--- src/rtl/nibble_serial_add_ctrl.sv ---
// Nibble-serial WIDTH-bit adder: one 4-bit adder reused LS nibble first, carry registered.
// Optional subtract path enabled by defining NIBBLE_ADD_SUBTRACT_EN.
module full_adder_4bit (
  input  logic [3:0] a,
  input  logic [3:0] b,
  input  logic       cin,
  output logic [3:0] sum,
  output logic       cout
);
  assign {cout, sum} = {1'b0, a} + {1'b0, b} + {4'b0, cin};
endmodule

module nibble_serial_add_ctrl #(
  parameter int WIDTH   = 16,
  parameter int NIBBLES = WIDTH / 4
) (
  input  logic             clk,
  input  logic             rst_n,
  input  logic             in_valid,
  output logic             in_ready,
  input  logic [WIDTH-1:0] in_a,
  input  logic [WIDTH-1:0] in_b,
  input  logic             in_cin,
`ifdef NIBBLE_ADD_SUBTRACT_EN
  input  logic             in_sub,
`endif
  output logic             out_valid,
  input  logic             out_ready,
  output logic [WIDTH-1:0] out_sum,
  output logic             out_cout,
  output logic             busy
);
  localparam int IW = (NIBBLES > 1) ? $clog2(NIBBLES) : 1;
  localparam logic [IW-1:0] LAST = IW'(NIBBLES - 1);

  typedef enum logic [1:0] {IDLE, ADD, DONE} state_t;

  state_t           state;
  logic [IW-1:0]    idx;
  logic             carry;
  logic [WIDTH-1:0] a_reg, b_reg, acc, acc_nxt;
  logic [3:0]       nib_sum;
  logic             nib_cout;

  full_adder_4bit u_fa (
    .a    (a_reg[{idx, 2'b00} +: 4]),
    .b    (b_reg[{idx, 2'b00} +: 4]),
    .cin  (carry),
    .sum  (nib_sum),
    .cout (nib_cout)
  );

  // acc with the current nibble merged, so the final ADD cycle can publish it directly
  always_comb begin
    acc_nxt = acc;
    acc_nxt[{idx, 2'b00} +: 4] = nib_sum;
  end

  always_ff @(posedge clk) begin
    if (!rst_n) begin
      state     <= IDLE;
      idx       <= '0;
      carry     <= 1'b0;
      a_reg     <= '0;
      b_reg     <= '0;
      acc       <= '0;
      out_sum   <= '0;
      out_cout  <= 1'b0;
      out_valid <= 1'b0;
      busy      <= 1'b0;
      in_ready  <= 1'b1;
    end else begin
      case (state)
        IDLE: if (in_valid) begin
          a_reg <= in_a;
`ifdef NIBBLE_ADD_SUBTRACT_EN
          b_reg <= in_sub ? ~in_b : in_b;
          carry <= in_sub ? 1'b1 : in_cin;
`else
          b_reg <= in_b;
          carry <= in_cin;
`endif
          idx      <= '0;
          in_ready <= 1'b0;
          busy     <= 1'b1;
          state    <= ADD;
        end
        ADD: begin
          acc   <= acc_nxt;
          carry <= nib_cout;
          if (idx == LAST) begin
            out_sum   <= acc_nxt;
            out_cout  <= nib_cout;
            out_valid <= 1'b1;
            state     <= DONE;
          end else begin
            idx <= idx + 1'b1;
          end
        end
        DONE: if (out_ready) begin
          out_valid <= 1'b0;
          busy      <= 1'b0;
          in_ready  <= 1'b1;
          state     <= IDLE;
        end
        default: begin
          state     <= IDLE;
          out_valid <= 1'b0;
          busy      <= 1'b0;
          in_ready  <= 1'b1;
        end
      endcase
    end
  end
endmodule
--- config.mk ---
export PLATFORM = sky130hd
export DESIGN_NAME = nibble_serial_add_ctrl
export DESIGN_NICKNAME = d
export VERILOG_FILES = /design/src/rtl/nibble_serial_add_ctrl.sv
export SDC_FILE = /design/constraint.sdc
export NUM_CORES = 1
export LEC_CHECK = 0
export ABC_AREA = 1
export CAP_MARGIN = 20
export CORE_UTILIZATION = 35
export DETAILED_ROUTE_END_ITERATION = 8
export GPL_ROUTABILITY_DRIVEN = 0
export MAX_ROUTING_LAYER = met4
export PLACE_DENSITY = 0.64
export SYNTH_ARGS = -nofsm -noshare
export SYNTH_HDL_FRONTEND = slang
export SYNTH_SLANG_ARGS = --single-unit
--- constraint.sdc ---
create_clock -name clk -period 4.5 [get_ports clk]
set_input_delay 0.45 -clock clk [delete_from_list [all_inputs] [get_ports clk]]
set_output_delay 0.45 -clock clk [all_outputs]
set_load 0.02 [all_outputs]
Word-level counts from Yosys, hierarchy flattened. Index checks and enable logic that the tools add are counted.

Register bits after elaboration: 73. Output and inout port bits: 20. Input port bits: 37. Word-level logic and storage cells: 55.

Shift operators: 4. $add $sub $neg: 4. Multiplexer cells: 18. Reductions and logical operators: 9. Equal/unequal tests: 7. Bitwise operators: 2.

Operator list (count): $shiftx 16x5->4 (2); $bwmux 16 (1); $shift 4x6->16 const A (1); $shiftx 4x6->16 (1); $reduce_and 3->1 (4); $mux 2 (5); $pmux 1 s3 (3); $ne 2x2->1 const B (4); $mux 1 (6); $neg 4->6 (1); $pmux 2 s3 (1); $reduce_and 2->1 (3); $add 4x4->5 (1); $add 5x1->5 (1); $eq 2x2->1 const B (2); $pmux 2 s2 (1); $add 2x1->2 const B (1); $eq 2x1->1 const B (1); $logic_not 2->1 (1); $not 1->1 (2); $pmux 1 s2 (1); $reduce_bool 2->1 (1).

Depth between registers and ports, before layout. Gate-level depths: netlist (run 1).

Word-level depth: 5. Mapped depth: 16.

Hierarchy. A second synthesis (run 1) with hierarchy kept.

Cells, all modules: 502. Area, all modules: 3525.9 µm².

By module, submodules not included: nibble_serial_add_ctrl (times used 1, cells each 477, area an instance 3360.7 µm²); full_adder_4bit (times used 1, cells each 25, area an instance 165.2 µm²).

Worst setup path after synthesis (run 1). Ideal clock, no wire load.

Path type: reg-to-reg. Start: reg idx[0]. End: reg acc[13]. Arrival time: 2362 ps. Cell stages (with the launch flop): 14. Data required time: 4443 ps. Library setup time: 57 ps. Slack: 2081 ps. Period minus slack after synthesis: 2419 ps. Cell sequence: dfxtp_1 inv_1 buf_2 buf_2 nor2_1 o22ai_1 fa_1 inv_1 fa_1 nor2_1 nand2_1 o22ai_1 o21ai_0 inv_1.

Longest elaborated chain between the ends: 5.

RTL lines: start: declaration (line 39) `logic [IW-1:0] idx;`; start signal: assignment (line 97) `idx <= idx + 1'b1;`; $shiftx 16x5->4, on equally long branches (line 46, 47); $add 4x4->5 (line 10) `assign {cout, sum} = {1'b0, a} + {1'b0, b} + {4'b0, cin};`; $add 5x1->5 (line 10); $shiftx 4x6->16 (line 56) `acc_nxt[{idx, 2'b00} +: 4] = nib_sum;`; $bwmux 16 * (line 56); end signal: assignment (line 89) `acc <= acc_nxt;`; end: declaration (line 41) `logic [WIDTH-1:0] a_reg, b_reg, acc, acc_nxt;`.

Every way passes the cells marked *; elsewhere a longest branch is shown, timed or not. A chain may end at the register's enable or synchronous reset.

Final worst setup path (run 1).
Start: reg idx[1]. End: reg acc[13].

Same word-level chain as after synthesis.

==> results by group, run 1 <==
Status
  • Status: finished clean

Synth
  • Avg Cell Area, Syn: around 7.4 um2
  • Sequential area share after synthesis: a little over two fifths
  • Largest cells by area after synthesis: dfxtp_1, nor2_1, o21ai_0, inv_1, nand2_1
  • Post-synth EDFFs: 0
  • Leading area contributor after synthesis: dfxtp_1
  • Synth unique cells: 31
  • Synth top area share: 43.2%
  • Mapped Cells: roughly 460
  • Main synth FF type: dfxtp_1
  • Net Count, Synth: ~500
  • Number of synthesis warnings: 0
  • Seq cells post-synth: 73
  • Top-count cell post-synth: nor2_1
  • Post-Synthesis Cell Area: roughly 3400 um2
  • Commonest cells in the netlist: nor2_1, dfxtp_1, inv_1, o21ai_0, nand2_1
  • Ys async rst share: 0%

Power
  • P per Cell Area: ~370 nW/um2
  • Peak VDD IR: between 0.15 and 0.2 mV
  • Leakage Power: between 1.5 and 2 nW
  • Total Power: about 1.5 mW

Cells and area
  • # diodes: 0
  • Final Util: between 40% and 50%
  • Layout Area Growth over Synthesis: 24.1%
  • Design area: between 4000 and 5000 um2
  • Nets: 550
  • Layout Cells excl Fill: 635
  • Layout cells sized above 1: 5.53%
  • Fill count: between 900 and 1000

Clocking
  • Max Buffers Root-to-Sink: 2
  • Hold Buf Count CTS: 0
  • Root Buffer: clkbuf_8
  • Htree depth: 3
  • Post-CTS Setup Inserts: 0
  • Post-CTS resize count: 0
  • Clk sinks: 73
  • CTS buffer count: 9
  • CTS tree: built
  • Worst skew pair latency: ~0.35 ns
  • Clock slew at reported path FFs: 0.08 ns

Route
  • Wire per inst: between 10 and 15 um
  • Iter 0 DRT Violations: 111
  • Post-route ant nets: 0
  • Via count: a little over 3000
  • Number of remaining DRC errors: 0
  • Routed vias/inst: between 4 and 5
  • Pre-antenna DRT Iters: 5
  • Total Routed Length: ~7300 um

GRT
  • Total GRT Usage: roughly 16%
  • Vias in the first global route: approximately 2800
  • Largest net degree at the start of global routing: 53
  • First-pass GRT wire length: between 10000 and 15000 um
  • Grt total ovfl: 0
  • Initial antenna violation count: 0

Critical path
  • Reg2Reg Depth: 11
  • Worst Setup End Kind: flip-flop
  • Worst EP arrival: just under 3 ns
  • Crit path buf inv count: 3
  • Reg2reg end: acc[13]
  • Data required, critical path: ~4.8 ns
  • Worst-path fanout max: 13
  • Crit path launch type: flip-flop
  • Setup Crit Path Kind: flip-flop to flip-flop
  • CP Cell Sequence: inv_1 > o21ai_0 > o22ai_1 > fa_1 > inv_1 > fa_1 > nor2_1 > nand2_1 > o22ai_1 > o21ai_0 > inv_1
  • Most used cell, CP: inv_1
  • R2r setup slk: about 1.9 ns
  • Reg2reg start: idx[1]
  • CP max-delay cell: dfxtp_1
  • CP top delay family: adder cells
  • Slowest stage delay, CP: approximately 0.53 ns

Timing
  • Min cycle time layout: roughly 2.6 ns
  • Final hold slack: about 0.46 ns
  • Worst-Margin Slew: 0.712 ns
  • F_max: around 380 MHz
  • Final Hold Viols: 0
  • Clock skew after layout: 0.00687 ns
  • Final setup vio count: 0
  • RSZ-0062 raised after global routing: false
  • Tcrit/Tclk final: roughly three fifths
  • Final slew viol count: 0
  • Setup TNS: 0 ns
  • Worst slew margin: 52.5%
  • Final Worst Setup Slack: approximately 1.9 ns

Floorplan
  • Vert. Die Dim: between 100 and 150 um
  • Initial core utilization: 36.4%
  • Die area: between 10000 and 15000 um2
  • IO Pins: 57
  • Core footprint: between 9000 and 10000 um2
  • Die width: roughly 100 um
  • Row count: 35

Place
  • Dpl ws: ~1.9 ns
  • IO Port Bufs: 56
  • Dpl cells: 620
  • Placed Area: 3990 um2
  • Post-DP HPWL: 5150 um

Worst hold path
  • Worst Hold Depth: 2
  • Hold Path Class: flip-flop to flip-flop
  • Startpoint of the worst hold path: in_ready
  • Hold Path Sink: in_ready

Flow run
  • Maxcap violations: 0
[tightest hold or removal path: stages (launching register included)]
cell	delay (ns)
dfxtp_1	0.31
nand2_1	0.06
nand2_1	0.04
[cell type report]
type / instances / area [um2] / area share (%)
clock buffer: 12 / 145 / 3.46
timing repair buffer: 58 / 576 / 13.7
tap: 129 / 161 / 3.85
sequential: 73 / 1460 / 34.8
clock inverter: 3 / 65.1 / 1.55
inverter: 71 / 272 / 6.47
multi-input combinational: 289 / 1520 / 36.1
[how the worst max path moves through the flow]
stage / depth (start not counted) / endpoint / start / slack [ns]
CTS: 11 / acc[13] / idx[1] / 1.89
finish: 11 / acc[13] / idx[1] / 1.85
detailed placement: 11 / acc[13] / idx[1] / 1.91
global route: 13 / acc[6] / idx[0] / 1.58
global placement: 11 / acc[13] / idx[1] / 2.05
floorplan: 13 / acc[13] / idx[0] / 2.08
[logic make-up after synthesis]
| group | synth area share (%) |
|---|---|
| compound gates | 22.9 |
| fa+ha+maj | 4.52 |
| buf+inv | 12.0 |
| flops | 43.2 |
| simple gates | 17.4 |
[report_power, final]
part | internal [mW] | switching [mW] | leakage (nW)
combinational | 0.108 | 0.158 | 1.18
sequential | 0.688 | 0.0217 | 0.600
clock | 0.324 | 0.236 | 0.106
total | 1.12 | 0.416 | 1.88
[cell usage in the layout, fill, tap and decap left out]
| cell type | n |
|---|---|
| o21a_1 | 12 |
| clkdlybuf4s50_1 | 56 |
| a21oi_1 | 20 |
| nand4_1 | 3 |
| a32oi_1 | 2 |
| inv_4 | 2 |
| clkinv_2 | 1 |
| dfxtp_1 | 73 |
| nand3_1 | 13 |
| buf_4 | 2 |
| inv_2 | 2 |
| o21ai_2 | 5 |
| nand2_1 | 32 |
| o21bai_1 | 6 |
| o21ai_0 | 64 |
| o32ai_1 | 1 |
| fa_1 | 2 |
| nor2_1 | 91 |
| o22ai_1 | 15 |
| clkbuf_1 | 2 |
| nand2_8 | 1 |
| or2_2 | 1 |
| clkbuf_8 | 10 |
| a22oi_1 | 1 |
| ha_1 | 9 |
| nand2_2 | 1 |
| bufinv_16 | 2 |
| a31oi_1 | 1 |
| nand2_4 | 1 |
| inv_1 | 67 |
| o21ai_1 | 8 |
[layer usage]
metal  track usage [%]  wire (um)  up-vias
li1                  -          -     1562
met2              27.3       3420       73
met5                 -          0        -
met1              18.9       3470     1363
met3              3.55        278       18
met4              7.80        172        0
Note: power is estimated with default switching activity, not from simulation.
==> inputs of run 2 (changes only) <==
==> constraint.sdc (replaced) <==
create_clock -name clk -period 2.5 [get_ports clk]
set_input_delay 0.25 -clock clk [delete_from_list [all_inputs] [get_ports clk]]
set_output_delay 0.25 -clock clk [all_outputs]
set_load 0.02 [all_outputs]
==> run 2 against run 1 <==
Against the previous run: clock power is 82% higher; total power is 84% higher; maximum frequency is 15% higher; worst setup slack worse by 1.7 ns; sequential share of layout area is 1.2 points lower; register-to-register slack worse by 1.7 ns; clock-buffer cell count is 1 lower; final area is 3.9% higher; largest cell class unchanged; highest routed layer unchanged.
==> results by group, run 2 (same netlist as run 1, synthesis figures left out) <==
Clocking
  • Root Buffer: clkbuf_8
  • Hold Buf Count CTS: 0 (unchanged)
  • Max Buffers Root-to-Sink: 2 (unchanged)
  • Htree depth: 3 (unchanged)
  • Clk sinks: 73 (unchanged)
  • Worst skew pair latency: 0.35 ns (about the same)
  • CTS tree: built
  • CTS buffer count: 9 (unchanged)
  • Clock slew at reported path FFs: 0.08 ns (about the same)

Floorplan
  • Die width: 100 um (unchanged)
  • Core footprint: 9280 um2 (unchanged)
  • Row count: 35 (unchanged)
  • IO Pins: 57 (unchanged)
  • Vert. Die Dim: 100 um (unchanged)
  • Die area: 10100 um2 (unchanged)
  • Initial core utilization: 36.4% (unchanged)

Critical path
  • Setup Crit Path Kind: flip-flop to flip-flop
  • CP Cell Sequence: buf_12 > o21ai_0 > o22ai_1 > fa_2 > inv_1 > fa_1 > inv_1 > nand2_1 > nand2_2 > nor2_1 > nand2_1 > o22ai_2 > o21bai_1 > inv_1
  • Data required, critical path: 2.74 ns (-2.06 ns)
  • Worst Setup End Kind: flip-flop
  • Worst-path fanout max: 13 (unchanged)
  • Most used cell, CP: inv_1
  • CP max-delay cell: dfxtp_4
  • Slowest stage delay, CP: 0.38 ns (-0.15 ns)
  • Worst EP arrival: 2.55 ns (-0.40 ns)
  • Crit path launch type: flip-flop

Timing
  • Final setup vio count: 0 (unchanged)
  • Final Worst Setup Slack: 0.194 ns (-1.66 ns)
  • Setup TNS: 0 ns (unchanged)
  • Final Hold Viols: 0 (unchanged)
  • RSZ-0062 raised after global routing: false
  • Worst-Margin Slew: 0.668 ns (-0.0434 ns)
  • Tcrit/Tclk final: 92.2% (+33 points)
  • Clock skew after layout: 0.0138 ns (+0.00688 ns)
  • Final slew viol count: 0 (unchanged)
  • F_max: 434 MHz (+15%)
  • Min cycle time layout: 2.31 ns (-0.342 ns)
  • Worst slew margin: 55.4% (+2.9 points)

Route
  • Total Routed Length: 7510 um (+2.3%)
  • Routed vias/inst: 4.64 (-2.2%)
  • Wire per inst: 11.6 um (+0.24%)
  • Number of remaining DRC errors: 0 (unchanged)
  • Iter 0 DRT Violations: 118 (+6.3%)
  • Via count: 3009 (-0.23%)
  • Pre-antenna DRT Iters: 4 (-1)
  • Post-route ant nets: 0 (unchanged)

Place
  • Dpl ws: 0.149 ns (-1.76 ns)
  • Dpl cells: 627 (+1.1%)
  • Post-DP HPWL: 5270 um (+2.4%)
  • IO Port Bufs: 56 (unchanged)

Cells and area
  • Layout Area Growth over Synthesis: 28.9%
  • Fill count: 975 (-2.3%)
  • Nets: 562 (+2.2%)
  • # diodes: 0 (unchanged)
  • Layout Cells excl Fill: 648 (+2.0%)
  • Most frequent cells in the layout: nor2_1, dfxtp_1, inv_1, o21ai_0, clkdlybuf4s50_1
  • Layout cells sized above 1: 9.83% (+4.3 points)
  • Most common cell after layout, fill and taps aside: nor2_1

Power
  • Flop pwr share: 45.3% (-0.9 points)
  • Power share of the combinational group: 18.6% (+1.3 points)
  • Clock share of power: 36.1% (-0.4 points)
  • P per Cell Area: 648 nW/um2 (+77%)
  • Leakage Power: 1.96 nW (+4.1%)
  • Int Power: 2.05 mW (+83%)
  • Net switching power: 772 uW (+86%)
  • Total Power: 2.82 mW (+84%)
  • Peak VDD IR: 0.263 mV (+58%)
  • Net Sw Frac: 27.3% (+0.25 points)

GRT
  • First-pass GRT wire length: 12300 um (-2.7%)
  • Total GRT Usage: 15.8% (-0.60 points)
  • Initial antenna violation count: 0 (unchanged)
  • Grt total ovfl: 0 (unchanged)
  • Vias in the first global route: 2728 (-2.8%)
  • Largest net degree at the start of global routing: 52 (-1.9%)

Worst hold path
  • Hold Path Class: flip-flop to flip-flop

Flow run
  • Maxcap violations: 0 (unchanged)

Status
  • Status: finished clean
==> run 2: per-stage QoR <==
stage / area, um2 / utilization [%] / hold slack [ns]
after global routing: 4360 / 46.9 / 0.485
after CTS: 4260 / 45.9 / 0.467
after detailed placement: 4040 / 43.5 / 0.450
after floorplan: 3380 / - / 0.412
after global placement: 4040 / 43.5 / 0.442
final: 4360 / 46.9 / 0.459
==> run 2: power by group through the flow <==
stage               clock network, mW  registers [mW]  logic [mW]
finish                           1.02            1.28       0.526
global route                     1.09            1.29       0.595
CTS                              1.04            1.28       0.495
detailed placement                  0            1.30       0.492
global placement                    0            1.30       0.481
floorplan                           0            1.30       0.336
==> run 2: area by class of cell <==
type	count	area (um2)	share of cell area (%)
clock inverters	5	78.8	1.81
flip-flops and latches	73	1470	33.6
inverters	71	274	6.29
multi-input cells	289	1540	35.3
clock buffers	11	141	3.24
repair buffers	70	699	16.0
well taps	129	161	3.70
==> run 2: repair_timing <==
action / 4_1_cts / 5_1_grt
setup buffers: 0 / 4
resized for setup: 0 / 16
setup endpoints to repair: 0 / 10
==> run 2: path summary, 6_finish.rpt <==
kind	start	to	slack, ns	depth (start not counted)
min reg2reg	in_ready	in_ready	0.46	2
min	in_ready	in_ready	0.46	2
max	idx[0]	out_sum[14]	0.19	14
max reg2reg	idx[0]	out_sum[14]	0.19	14
==> run 2: critical path, delay by kind of cell (launching register included) <==
kind	cells	cell delay (ns)
adder cells (fa/ha/maj)	2	0.63
AO/OA/AOI/OAI	4	0.57
flip-flops	1	0.38
buffers and inverters	4	0.31
AND/OR/NAND/NOR	4	0.30
==> run 2: per-layer routing <==
metal / global-route usage, % / wire [um] / vias up
met5: - / 0 / -
met4: 5.69 / 124 / 0
met3: 4.04 / 276 / 13
met2: 26.9 / 3610 / 59
met1: 18.1 / 3500 / 1341
li1: - / - / 1596
